File: config.mk
export PLATFORM = sky130hd
export DESIGN_NAME = load_store_unit
export DESIGN_NICKNAME = d
export VERILOG_FILES = /design/src/rtl/load_store_unit.sv
export SDC_FILE = /design/constraint.sdc
export NUM_CORES = 1
export LEC_CHECK = 0
export ABC_AREA = 1
export CAP_MARGIN = 20
export CORE_UTILIZATION = 47
export CTS_CLUSTER_SIZE = 8
export DETAILED_ROUTE_END_ITERATION = 7
export GPL_TIMING_DRIVEN = 1
export PLACE_DENSITY = 0.78
export SLEW_MARGIN = 20
export SYNTH_ARGS = -nofsm -noshare
export SYNTH_HDL_FRONTEND = slang
export SYNTH_SLANG_ARGS = --single-unit
File: constraint.sdc
create_clock -name CLK -period 2.8 [get_ports CLK]
set_input_delay 0.84 -clock CLK [delete_from_list [all_inputs] [get_ports CLK]]
set_output_delay 0.84 -clock CLK [all_outputs]
set_load 0.03 [all_outputs]
File: src/rtl/load_store_unit.sv
// Purpose: data-memory initiator for the multicycle CPU; byte/half/word loads and stores with extension and read-modify-write.
// Latency: error response 1 cycle after accept, load and word store 2 cycles, byte/half store 3 cycles.
// Backpressure: one request in flight; req_ready only when idle, response is a single-cycle pulse with no stall.
module load_store_unit #(
    parameter int dataWidth = 32,
    parameter int MEM_DEPTH = 32
) (
    input  logic                 CLK,
    input  logic                 RST_N,
    input  logic                 req_valid,
    output logic                 req_ready,
    input  logic                 req_we,
    input  logic [1:0]           req_size,
    input  logic                 req_signed,
    input  logic [dataWidth-1:0] req_addr,
    input  logic [dataWidth-1:0] req_wdata,
    output logic                 rsp_valid,
    output logic [dataWidth-1:0] rsp_rdata,
    output logic                 rsp_err,
    output logic [dataWidth-1:0] mem_adrs,
    output logic [dataWidth-1:0] mem_WD,
    output logic                 mem_WE,
    input  logic [dataWidth-1:0] mem_rData
);

    typedef enum logic [1:0] {IDLE, ACCESS, MERGE, RESP} state_t;

    localparam logic [dataWidth-3:0] DEPTH_W = (dataWidth-2)'(MEM_DEPTH);

    state_t               state_q, state_d;
    logic                 we_q, we_d;
    logic [1:0]           size_q, size_d;
    logic                 signed_q, signed_d;
    logic [dataWidth-1:0] addr_q, addr_d;
    logic [dataWidth-1:0] wdata_q, wdata_d;
    logic                 err_q, err_d;
    // Holds the extended load result, or the merged word for a sub-word store.
    logic [dataWidth-1:0] data_q, data_d;

    logic                 req_err;
    logic [dataWidth-1:0] word_idx;
    logic [7:0]           byte_sel;
    logic [15:0]          half_sel;
    logic [dataWidth-1:0] load_ext;
    logic [dataWidth-1:0] merged;

    assign req_err = (req_size == 2'b11)
                   | ((req_size == 2'b01) & req_addr[0])
                   | ((req_size == 2'b10) & (|req_addr[1:0]))
                   | (req_addr[dataWidth-1:2] >= DEPTH_W);

    assign word_idx = {2'b00, addr_q[dataWidth-1:2]};
    assign byte_sel = mem_rData[{addr_q[1:0], 3'b000} +: 8];
    assign half_sel = mem_rData[{addr_q[1], 4'b0000} +: 16];

    // Lane extraction with sign/zero extension, and old-word merge for sub-word stores.
    always_comb begin
        load_ext = mem_rData;
        merged   = mem_rData;
        case (size_q)
            2'b00: begin
                load_ext = {{24{signed_q & byte_sel[7]}}, byte_sel};
                merged[{addr_q[1:0], 3'b000} +: 8] = wdata_q[7:0];
            end
            2'b01: begin
                load_ext = {{16{signed_q & half_sel[15]}}, half_sel};
                merged[{addr_q[1], 4'b0000} +: 16] = wdata_q[15:0];
            end
            default: begin
                load_ext = mem_rData;
                merged   = mem_rData;
            end
        endcase
    end

    // Next-state and output decode; memory strobes come from the state register only.
    always_comb begin
        state_d   = state_q;
        we_d      = we_q;
        size_d    = size_q;
        signed_d  = signed_q;
        addr_d    = addr_q;
        wdata_d   = wdata_q;
        err_d     = err_q;
        data_d    = data_q;
        req_ready = 1'b0;
        rsp_valid = 1'b0;
        rsp_rdata = '0;
        rsp_err   = 1'b0;
        mem_adrs  = '0;
        mem_WD    = '0;
        mem_WE    = 1'b0;
        case (state_q)
            IDLE: begin
                req_ready = 1'b1;
                if (req_valid) begin
                    we_d     = req_we;
                    size_d   = req_size;
                    signed_d = req_signed;
                    addr_d   = req_addr;
                    wdata_d  = req_wdata;
                    err_d    = req_err;
                    data_d   = '0;
                    state_d  = req_err ? RESP : ACCESS;
                end
            end
            ACCESS: begin
                mem_adrs = word_idx;
                if (!we_q) begin
                    data_d  = load_ext;
                    state_d = RESP;
                end else if (size_q == 2'b10) begin
                    mem_WD  = wdata_q;
                    mem_WE  = 1'b1;
                    state_d = RESP;
                end else begin
                    data_d  = merged;
                    state_d = MERGE;
                end
            end
            MERGE: begin
                mem_adrs = word_idx;
                mem_WD   = data_q;
                mem_WE   = 1'b1;
                state_d  = RESP;
            end
            RESP: begin
                rsp_valid = 1'b1;
                rsp_rdata = we_q ? '0 : data_q;
                rsp_err   = err_q;
                state_d   = IDLE;
            end
            default: state_d = IDLE;
        endcase
    end

    // State and latched request registers; reset aborts any operation in flight.
    always_ff @(posedge CLK or negedge RST_N) begin
        if (!RST_N) begin
            state_q  <= IDLE;
            we_q     <= 1'b0;
            size_q   <= 2'b00;
            signed_q <= 1'b0;
            addr_q   <= '0;
            wdata_q  <= '0;
            err_q    <= 1'b0;
            data_q   <= '0;
        end else begin
            state_q  <= state_d;
            we_q     <= we_d;
            size_q   <= size_d;
            signed_q <= signed_d;
            addr_q   <= addr_d;
            wdata_q  <= wdata_d;
            err_q    <= err_d;
            data_q   <= data_d;
        end
    end

endmodule

* After elaboration in Yosys (flattened, before gate mapping)
Index checks and enable logic that the tools add are counted.
Operators by class: eq/ne operators 10, shift operators 6, reductions and logical operators 7, multiply operators 0, multiplexer cells 25, divide/modulo/power cells 0, $add $sub $neg 2, bitwise logic cells 7, order comparisons 1
Operators with widths (number):
- one-hot mux 32 bit (2 select lines) | 4
- two-way mux 32 bit | 7
- bitwise mux 32 bit | 2
- variable shift 16 x 7 -> 32 bit (first input constant) | 1
- variable shift 8 x 7 -> 32 bit (first input constant) | 1
- indexed part select 16 x 7 -> 32 bit | 1
- indexed part select 32 x 6 -> 16 bit | 1
- indexed part select 32 x 6 -> 8 bit | 1
- indexed part select 8 x 7 -> 32 bit | 1
- >= comparator 30 x 6 -> 1 bit (second input constant) | 1
- two-way mux 30 bit | 1
- negator 5 -> 7 bit | 2
- == test 2 bit (second input constant) | 5
- one-hot mux 2 bit (4 select lines) | 1
- two-way mux 1 bit | 7
- == test 2 x 1 -> 1 bit (second input constant) | 3
- bitwise AND 1 bit | 4
- zero test 2 bit | 2
- two-way mux 2 bit | 2
- OR reduction 2 bit | 2
- inequality test 3 bit (second input constant) | 1
- OR 1 bit | 3
- AND reduction 3 bit | 1
- inequality test 2 bit (second input constant) | 1
- 3 further kinds | 3
Word-level totals: bits in read-only memories 0, bits in latches 0, bits in writable memories 0, bits of input ports 103, output and inout bits 100, flip-flop bits (word level) 103, memories kept 0

* Longest topological paths before layout
Gate-level depths: netlist of run 1.
word-level depth 8, mapped depth 12, depth with buffers taken out 9

* Worst setup path before layout of run 1
OpenSTA, ideal clock, no wires.
kind register to output, start reg state_q[1], end out mem_WD[14], path buffers 1, arrival time 1.778 ns, setup slack 0.182 ns, stages on the path, launching flop included 8, path through dfrtp_1 -> inv_1 -> ha_1 -> nand2_1 -> inv_1 -> buf_1 -> nand3_1 -> a21oi_1
Between the ends: cells in the longest elaborated chain, start to end 2, elaborated cells on any way between the ends 3, classes of those cells 2 x eq/ne; 1 x mux
Ends and longest elaborated chain:
- start: declaration | line 30 | state_t state_q, state_d;
- start signal: assignment | line 149 | state_q <= state_d;
- == test 2 bit / == test 2 x 1 -> 1 bit (equally long branches) | line 93 | case (state_q)
- one-hot mux 32 bit (2 select lines) (*) | line 93
- end: declaration | line 21 | output logic [dataWidth-1:0] mem_WD,
Every way passes the cells marked *; elsewhere a longest branch is shown, timed or not.

* Worst setup path in the final report of run 1
start reg state_q[1], end out mem_WD[4]
Same word-level chain as after synthesis.

==> summary by stage, run 1 <==
Yosys
The area share of xor/xnor cells in the synthesized design is 0%. The main combinational cell family by area after synthesis is simple AND/OR/NAND/NOR gates. The top-area cell type share of the netlist area is 34.4%. The instance count of the mapped netlist is 1262. The per-instance average area after synthesis is 5.93 µm². The most common cell in the synthesized netlist is nand2_1. The distinct cell type count after synthesis is 25. The Yosys step of the flow raised 0 warnings.

The area fraction in compound gates after synthesis is 9.01%. The synthesized netlist devotes 43.5% of its cell area to simple gates. The library cell with the largest summed area after synthesis is dfrtp_1.

In this run, synthesis produced a sequential element count of 103. By area the synthesized netlist is led by dfrtp_1, nand2_1, nand3_1. The commonest cells after synthesis are nand2_1, nor2_1, inv_1. In the synthesized netlist, mux cells make up 0% of the area. The number of enable flip-flop cells after synthesis is 0. Of the synthesized area, sequential elements account for 34.4%. Among all flip-flop cells after synthesis, the most frequent one is dfrtp_1. After synthesis, the share of flip-flops with an asynchronous set or reset is 100%. Summing every instance area after synthesis gives 7480 µm². The arithmetic-cell share of the synthesized area counting full adders, half adders and majority gates is 1.50%.

CTS
In this run, post-CTS hold repair placed 0 buffers. The H-tree generated during clock tree synthesis spans 3 levels. The number of sinks on the clock net is 103. The CTS tree is built. The clock insertion delay at the later pin of the skew report is 0.36 ns. Clock-pin slew was measured on the worst setup and hold paths at 0.07 ns.

The buffer type at the clock tree root is clkbuf_16. The clock tree buffer depth is 2. The number of CTS-inserted buffers is 9.

Run status
The run finished with clean final reports.

Power and ir drop
The total power density per cell area is 1160 nW/µm². The share of power burned in combinational logic is 64.3%. Net switching is 53.9% of the power. The switching power is 6.21 mW. The internal power of the cells totals 5.32 mW.

The total power is 11.5 mW. The largest voltage drop on the vdd net is 0.000782 V. The share of total power dissipated in the clock network is 11.4%. The leakage dissipation is 5.37 nW. The share of total power dissipated in sequential elements is 24.2%.

Critical path
The data required time at the worst endpoint is 1.96 ns. Counting cells, the worst reg-to-reg path comes to 9. The category of the most critical setup path is flop to output port. The largest individual stage delay along the critical path comes from the cell dfrtp_1.

The critical path arrival is 1.86 ns. The signal on the critical path passes through inv_2 -> ha_4 -> nand2_1 -> inv_4 -> buf_12 -> nand3_1 -> a21oi_2 -> buf_4. The largest fanout on the critical path is 15.

The worst setup path is launched from a flop. In this design, the stage delay of the slowest critical-path cell is 0.43 ns. The critical path endpoint category is an output port.

Global route
The overflow left after global routing is 0. The largest net degree at the start of global routing is 81. The global-route total usage across every layer is 32.8%.

The initial antenna violation count is 0. The via count of the first global-routing pass is 7832. The first-pass GRT wire length is 41600 µm.

Floorplanning
The number of top-level pins is 203. The standard cell core area is 15400 µm². The die area is 16400 µm². The initial standard-cell utilization of the core is 48.7%. The horizontal die dimension is 128 µm. The die is 128 µm tall.

The row count is 45.

Timing
The final count of pins violating max slew is 0. After layout, the worst path uses 96.4% of the clock period. The number of hold-slack violations in the final timing report is 0.

Setup violations remaining at the end of the flow were counted as 0. At the pin with the least slew margin, the transition time is 0.638 ns. Between clock sinks in the finished design, the worst skew comes to 0.0102 ns. The relative slew slack is 57.5%. Timing would allow up to 371 MHz. The sum of negative setup slack is 0 ns. The minimum clock period after layout is 2.70 ns.

Route
Using the TritonRoute via totals, the vias-per-cell ratio works out to 5.22. The detail-routed net length per standard cell is 15.9 µm. The total wirelength of the detailed-routed design is 26200 µm. For this run, design rule violations remaining after detail routing come to 0. The routed layout has 8585 vias. The detailed router's first-iteration violation count is 837. The first detailed-routing pass ran for 5 iterations. The count of nets left with antenna violations after detail routing is 0.

Finish
The antenna diode count is 0. The number of nets in the layout is 1542. The fraction of final layout cells with drive strength greater than 1 is 9.97%. Compared with the post-synthesis result, the final layout area differs by 32.9%. The number of fill cells in the layout is 1458.

Placed design
The congestion estimate from routability-driven global placement came to 0.971. Buffers placed on the I/O ports in this run total 200. Detailed placement ended at an HPWL of 19000 µm.

Hold path
Counting instances, the worst hold path has a depth of 2. The tightest min-delay check is of the flop to flop type.

Job
Across the run, the number of max-cap violations was 0.
-- registers in the layout, indices dropped and copies added (netlist names) --
name,flops
we_q,1
size_q,2
err_q,1
data_q,32
wdata_q,32
state_q,2
addr_q,32
signed_q,1
-- critical path, delay by kind of cell (launching register included) --
| family | cells | cell delay (ns) |
|---|---|---|
| buffers and inverters | 4 | 0.56 |
| AOI/OAI and AO/OA | 1 | 0.15 |
| and+or+nand+nor | 2 | 0.20 |
| adders and majority gates | 1 | 0.16 |
| DFF | 1 | 0.43 |
-- per-layer routing --
metal	track usage (%)	share of wire, %
met4	16.3	4.9
met3	7.39	9.6
met5	0	0
met2	51.0	45
met1	42.9	40
-- layout by cell type (no fill, tap or decap), types with 2 or more instances in the layout --
cell,netlist,final
a21oi_1,54,43
a21oi_2,0,11
buf_12,0,9
buf_4,6,88
clkbuf_1,41,2
clkbuf_16,0,9
clkdlybuf4s50_1,0,103
clkinv_1,1,2
conb_1,1,2
dfrtp_1,103,101
dfrtp_2,0,2
dlygate4sd2_1,0,32
ha_1,9,8
inv_1,124,121
inv_2,4,5
inv_6,0,2
nand2_1,531,530
nand2_2,2,3
nand2_4,2,2
nand3_1,123,123
nand4_1,4,4
nor2_1,154,153
nor2_2,1,2
o211ai_1,16,16
o211ai_2,2,2
o21ai_0,49,49
-- cell type report --
cell class                 count  area, µm²  area share (%)
tap                          211        264            2.65
clock buffer                  11        233            2.34
timing repair buffer         235       2210            22.2
sequential                   103       2580            25.9
multi-input combinational    952       4110            41.3
clock inverter                 5       63.8           0.642
inverter                     129        487            4.89
-- kinds of logic (layout without fill, tap and decap cells) --
logic type | Yosys count | after routing
buffers and inverters | 208 | 380
AOI/OAI and AO/OA | 123 | 123
and+or+nand+nor | 818 | 818
DFF | 103 | 103
adders and majority gates | 9 | 9
other | 1 | 2
-- path summary, 6_finish.rpt --
kind | startpoint | end | slack [ns]
max | state_q[1]$_DFFE_PN0P_ | mem_WD[4] | 0.10
min | addr_q[28]$_DFFE_PN0P_ | addr_q[28]$_DFFE_PN0P_ | 0.48
max reg2reg | addr_q[1]$_DFFE_PN0P_ | data_q[2]$_DFFE_PN0P_ | 0.68
min reg2reg | addr_q[28]$_DFFE_PN0P_ | addr_q[28]$_DFFE_PN0P_ | 0.48
max in group asynchronous | RST_N | addr_q[1]$_DFFE_PN0P_ | 1.50
min in group asynchronous | RST_N | data_q[6]$_DFFE_PN0P_ | 0.49
-- power by group through the flow --
stage / clock, mW / sequential, mW / combinational, mW
detailed placement: 0 / 2.77 / 7.26
global route: 1.40 / 2.85 / 8.16
global placement: 0 / 2.77 / 7.16
CTS: 1.34 / 2.77 / 7.29
floorplan: 0 / 2.55 / 5.01
finish: 1.32 / 2.80 / 7.42
-- what timing repair did --
item                                    4_1_cts  5_1_grt
endpoints found under the hold margin         0        0
gates resized for setup                      39       14
cloned                                        1        0
setup buffers                                 1        0
endpoints found under the setup margin       62       59
-- per-stage QoR --
step           instances  cell area [µm²]  hold WS (ns)  utilization (%)  setup WS [ns]
2_1_floorplan       1263             7490         0.449                -          0.182
3_3_place_gp        1628             9580         0.463             62.4          0.323
3_5_place_dp        1628             9580         0.466             62.4          0.234
4_1_cts             1646             9900         0.486             64.4         0.0226
5_1_grt             1646             9940         0.496             64.7        -0.0107
6_report            1646             9940         0.481             64.7          0.101
(Power assumes the default switching activity.)
==> inputs of run 2 (changes only) <==
--- a/config.mk
+++ b/config.mk
@@ -7,6 +7,7 @@
 export LEC_CHECK = 0
 export ABC_AREA = 1
 export CAP_MARGIN = 20
+export CORE_MARGIN = 5
 export CORE_UTILIZATION = 47
 export CTS_CLUSTER_SIZE = 8
 export DETAILED_ROUTE_END_ITERATION = 7
==> summary by stage, run 2 (synthesized netlist as in run 1, its figures left out) <==
Timing
For the final routed database, the setup TNS stands at 0 ns. The share of the clock period used by the worst path after layout is 97.1%. Hold is met by 0.481 ns. The relative slew slack is 58.9%.

The number of hold-slack violations in the final timing report is 0. Derived from the worst setup path, the maximum achievable clock frequency is 368 MHz. For the final database, setup skew stands at 0.00707 ns. Setup repair after global routing left no endpoint under its margin. For the pin with the worst max-slew slack, the measured transition is 0.617 ns. The number of setup violations in the final report is 0.

The final count of pins violating max slew is 0. The worst-case setup margin in the final layout is 0.0802 ns. The minimum clock period after layout is 2.72 ns.

Floorplanning
The standard cell core area is 15800 µm². The floorplan has 46 rows. From left edge to right edge, the die measures 136 µm. For this design the top-level I/O count stands at 203.

The die area is 18500 µm². The height of the die is 136 µm. The initial standard-cell utilization of the core is 47.5%.

Placed design
The placement-stage worst setup slack is 0.282 ns. The number of buffer cells added on primary ports is 200. The post-placement cell area is 9600 µm².

The HPWL after detailed placement is 19700 µm. The final weighted congestion of routability-driven global placement is 0.977.

Critical path
The signal on the critical path passes through inv_2 -> ha_4 -> nand2_1 -> inv_2 -> clkbuf_16 -> nand3_1 -> a21oi_1 -> buf_4. The cell at the slowest stage of the critical path is dfrtp_1. Measured in cells, the most critical reg-to-reg path has a length of 8.

The delay of the slowest critical-path stage is 0.42 ns. STA classifies the critical path endpoint as an output port. Tracing the worst setup path back leads to its startpoint at state_q[1]$_DFFE_PN0P_. The critical path arrival is 1.88 ns. The most prevalent standard cell on the critical path is inv_2.

The data required time at the worst endpoint is 1.96 ns. Of all nets on the critical path, the largest fanout is 16. STA classifies the critical path startpoint as a flop. The critical path is of the flop to output port type.

The source of the worst register-to-register timing path is addr_q[1]$_DFFE_PN0P_.

Route
The final route contains 8713 vias. The final layout contains routed wiring with a total length of 27400 µm. The detailed router's first-iteration violation count is 965.

The count of nets left with antenna violations once routing finished came out at 0. Dividing the detail-routed wire length by the instance count gives 16.6 µm. The final routed DRC violation total is 0. The number of vias per cell after detailed routing is 5.29.

The total iterations of the first detailed-routing run is 5.

CTS
TritonCTS built the clock tree. After clock tree synthesis, the flow added hold-fix buffers numbering 0. The maximum level of the CTS H-tree is 3. The clock insertion delay at the later pin of the skew report is 0.35 ns.

The clock slew seen by the registers of the worst setup and hold paths is 0.07 ns. The clock tree buffer depth is 2. The post-CTS repair timing setup buffer count is 0. The number of sinks on the clock net is 103. The buffer type at the clock tree root is clkbuf_16.

The number of CTS-inserted buffers is 9.

Finish
The filler cells instantiated in the layout total 1509. The post-route netlist has 9.78% of its cells at a drive strength greater than 1. The number of antenna diodes in the final layout is 0.

The area growth from synthesis to layout is 32.8%. Leaving out fill and tap cells, the most frequent cell in the layout is nand2_1. The number of nets in the layout is 1539.

In the layout the commonest cells are nand2_1, nor2_1, nand3_1, inv_1, clkdlybuf4s50_1. The post-route standard cell area excluding fillers is 9940 µm². The largest registers in the layout are addr_q (32), data_q (32), wdata_q (32).

Job
Across the run, the number of max-cap violations was 0.

Power and ir drop
IR analysis of the VDD net gives a maximum drop of 0.000690 V. Power spread over the standard cell area amounts to 1160 nW/µm². The total power is 11.6 mW. The analysis attributes to cell leakage a power of 5.36 nW.

Hold path
The instance count along the most critical hold path is 2. In this run the most critical hold path is launched from addr_q[28]$_DFFE_PN0P_. The classification of the worst-slack hold path is flop to flop.

Run status
The run finished with clean final reports.

Global route
Global routing finished with a remaining overflow of 0. The via count of the first global-routing pass was 8060. The first-pass GRT wire length is 42700 µm.

Entering global routing, the biggest net connects 81 pins. Global routing consumed, over all layers together, 29.4% of the routing resources. The initial antenna violation count is 0.
==> run 2: worst paths after layout <==
check | endpoint | slack, ns
setup / recovery | mem_WD[1] | 0.08
hold / removal | addr_q[28]$_DFFE_PN0P_ | 0.48
setup reg to reg | data_q[27]$_DFFE_PN0P_ | 0.54
hold reg to reg | addr_q[28]$_DFFE_PN0P_ | 0.48
max in group asynchronous | addr_q[25]$_DFFE_PN0P_ | 1.61
min in group asynchronous | wdata_q[2]$_DFFE_PN0P_ | 0.49
==> run 2: final cells by class <==
class,count,area [µm²],share of cell area [%]
Clock buffer,12,267,2.68
Clock inverter,4,35.0,0.352
Tap cell,216,270,2.72
Inverter,129,484,4.87
Multi-Input combinational cell,952,4100,41.2
Timing Repair Buffer,232,2200,22.2
Sequential cell,103,2580,26.0
==> run 2: report_power, final <==
part | total [mW] | internal, mW | leakage, nW | switching [mW]
clock | 1.29 | 0.687 | 0.143 | 0.599
combinational | 7.48 | 2.45 | 3.92 | 5.03
sequential | 2.80 | 2.16 | 1.30 | 0.647
==> run 2: layer usage <==
metal / vias up / global-route usage, % / routed length, µm
met3: 99 / 7.03 / 3190
met5: - / 0 / 0
met4: 0 / 16.2 / 1570
li1: 4211 / - / -
met1: 3895 / 37.2 / 10100
met2: 508 / 46.2 / 12500
==> run 2: through the flow <==
step	utilization [%]	cells
2_1_floorplan	-	1263
3_3_place_gp	60.9	1631
3_5_place_dp	60.9	1631
4_1_cts	62.7	1647
5_1_grt	63.0	1648
6_report	63.0	1648
==> run 2: critical path: cells and delay by family (launching register included) <==
family / cells / cell delay [ns]
buf+inv: 4 / 0.62
flops: 1 / 0.42
compound gates: 1 / 0.18
fa+ha+maj: 1 / 0.16
simple gates: 2 / 0.15
==> run 2: timing repair <==
action	in CTS	in global routing
gates cloned	0	1
resized for setup	37	10
endpoints found under the setup margin	40	33
pin swaps	0	1
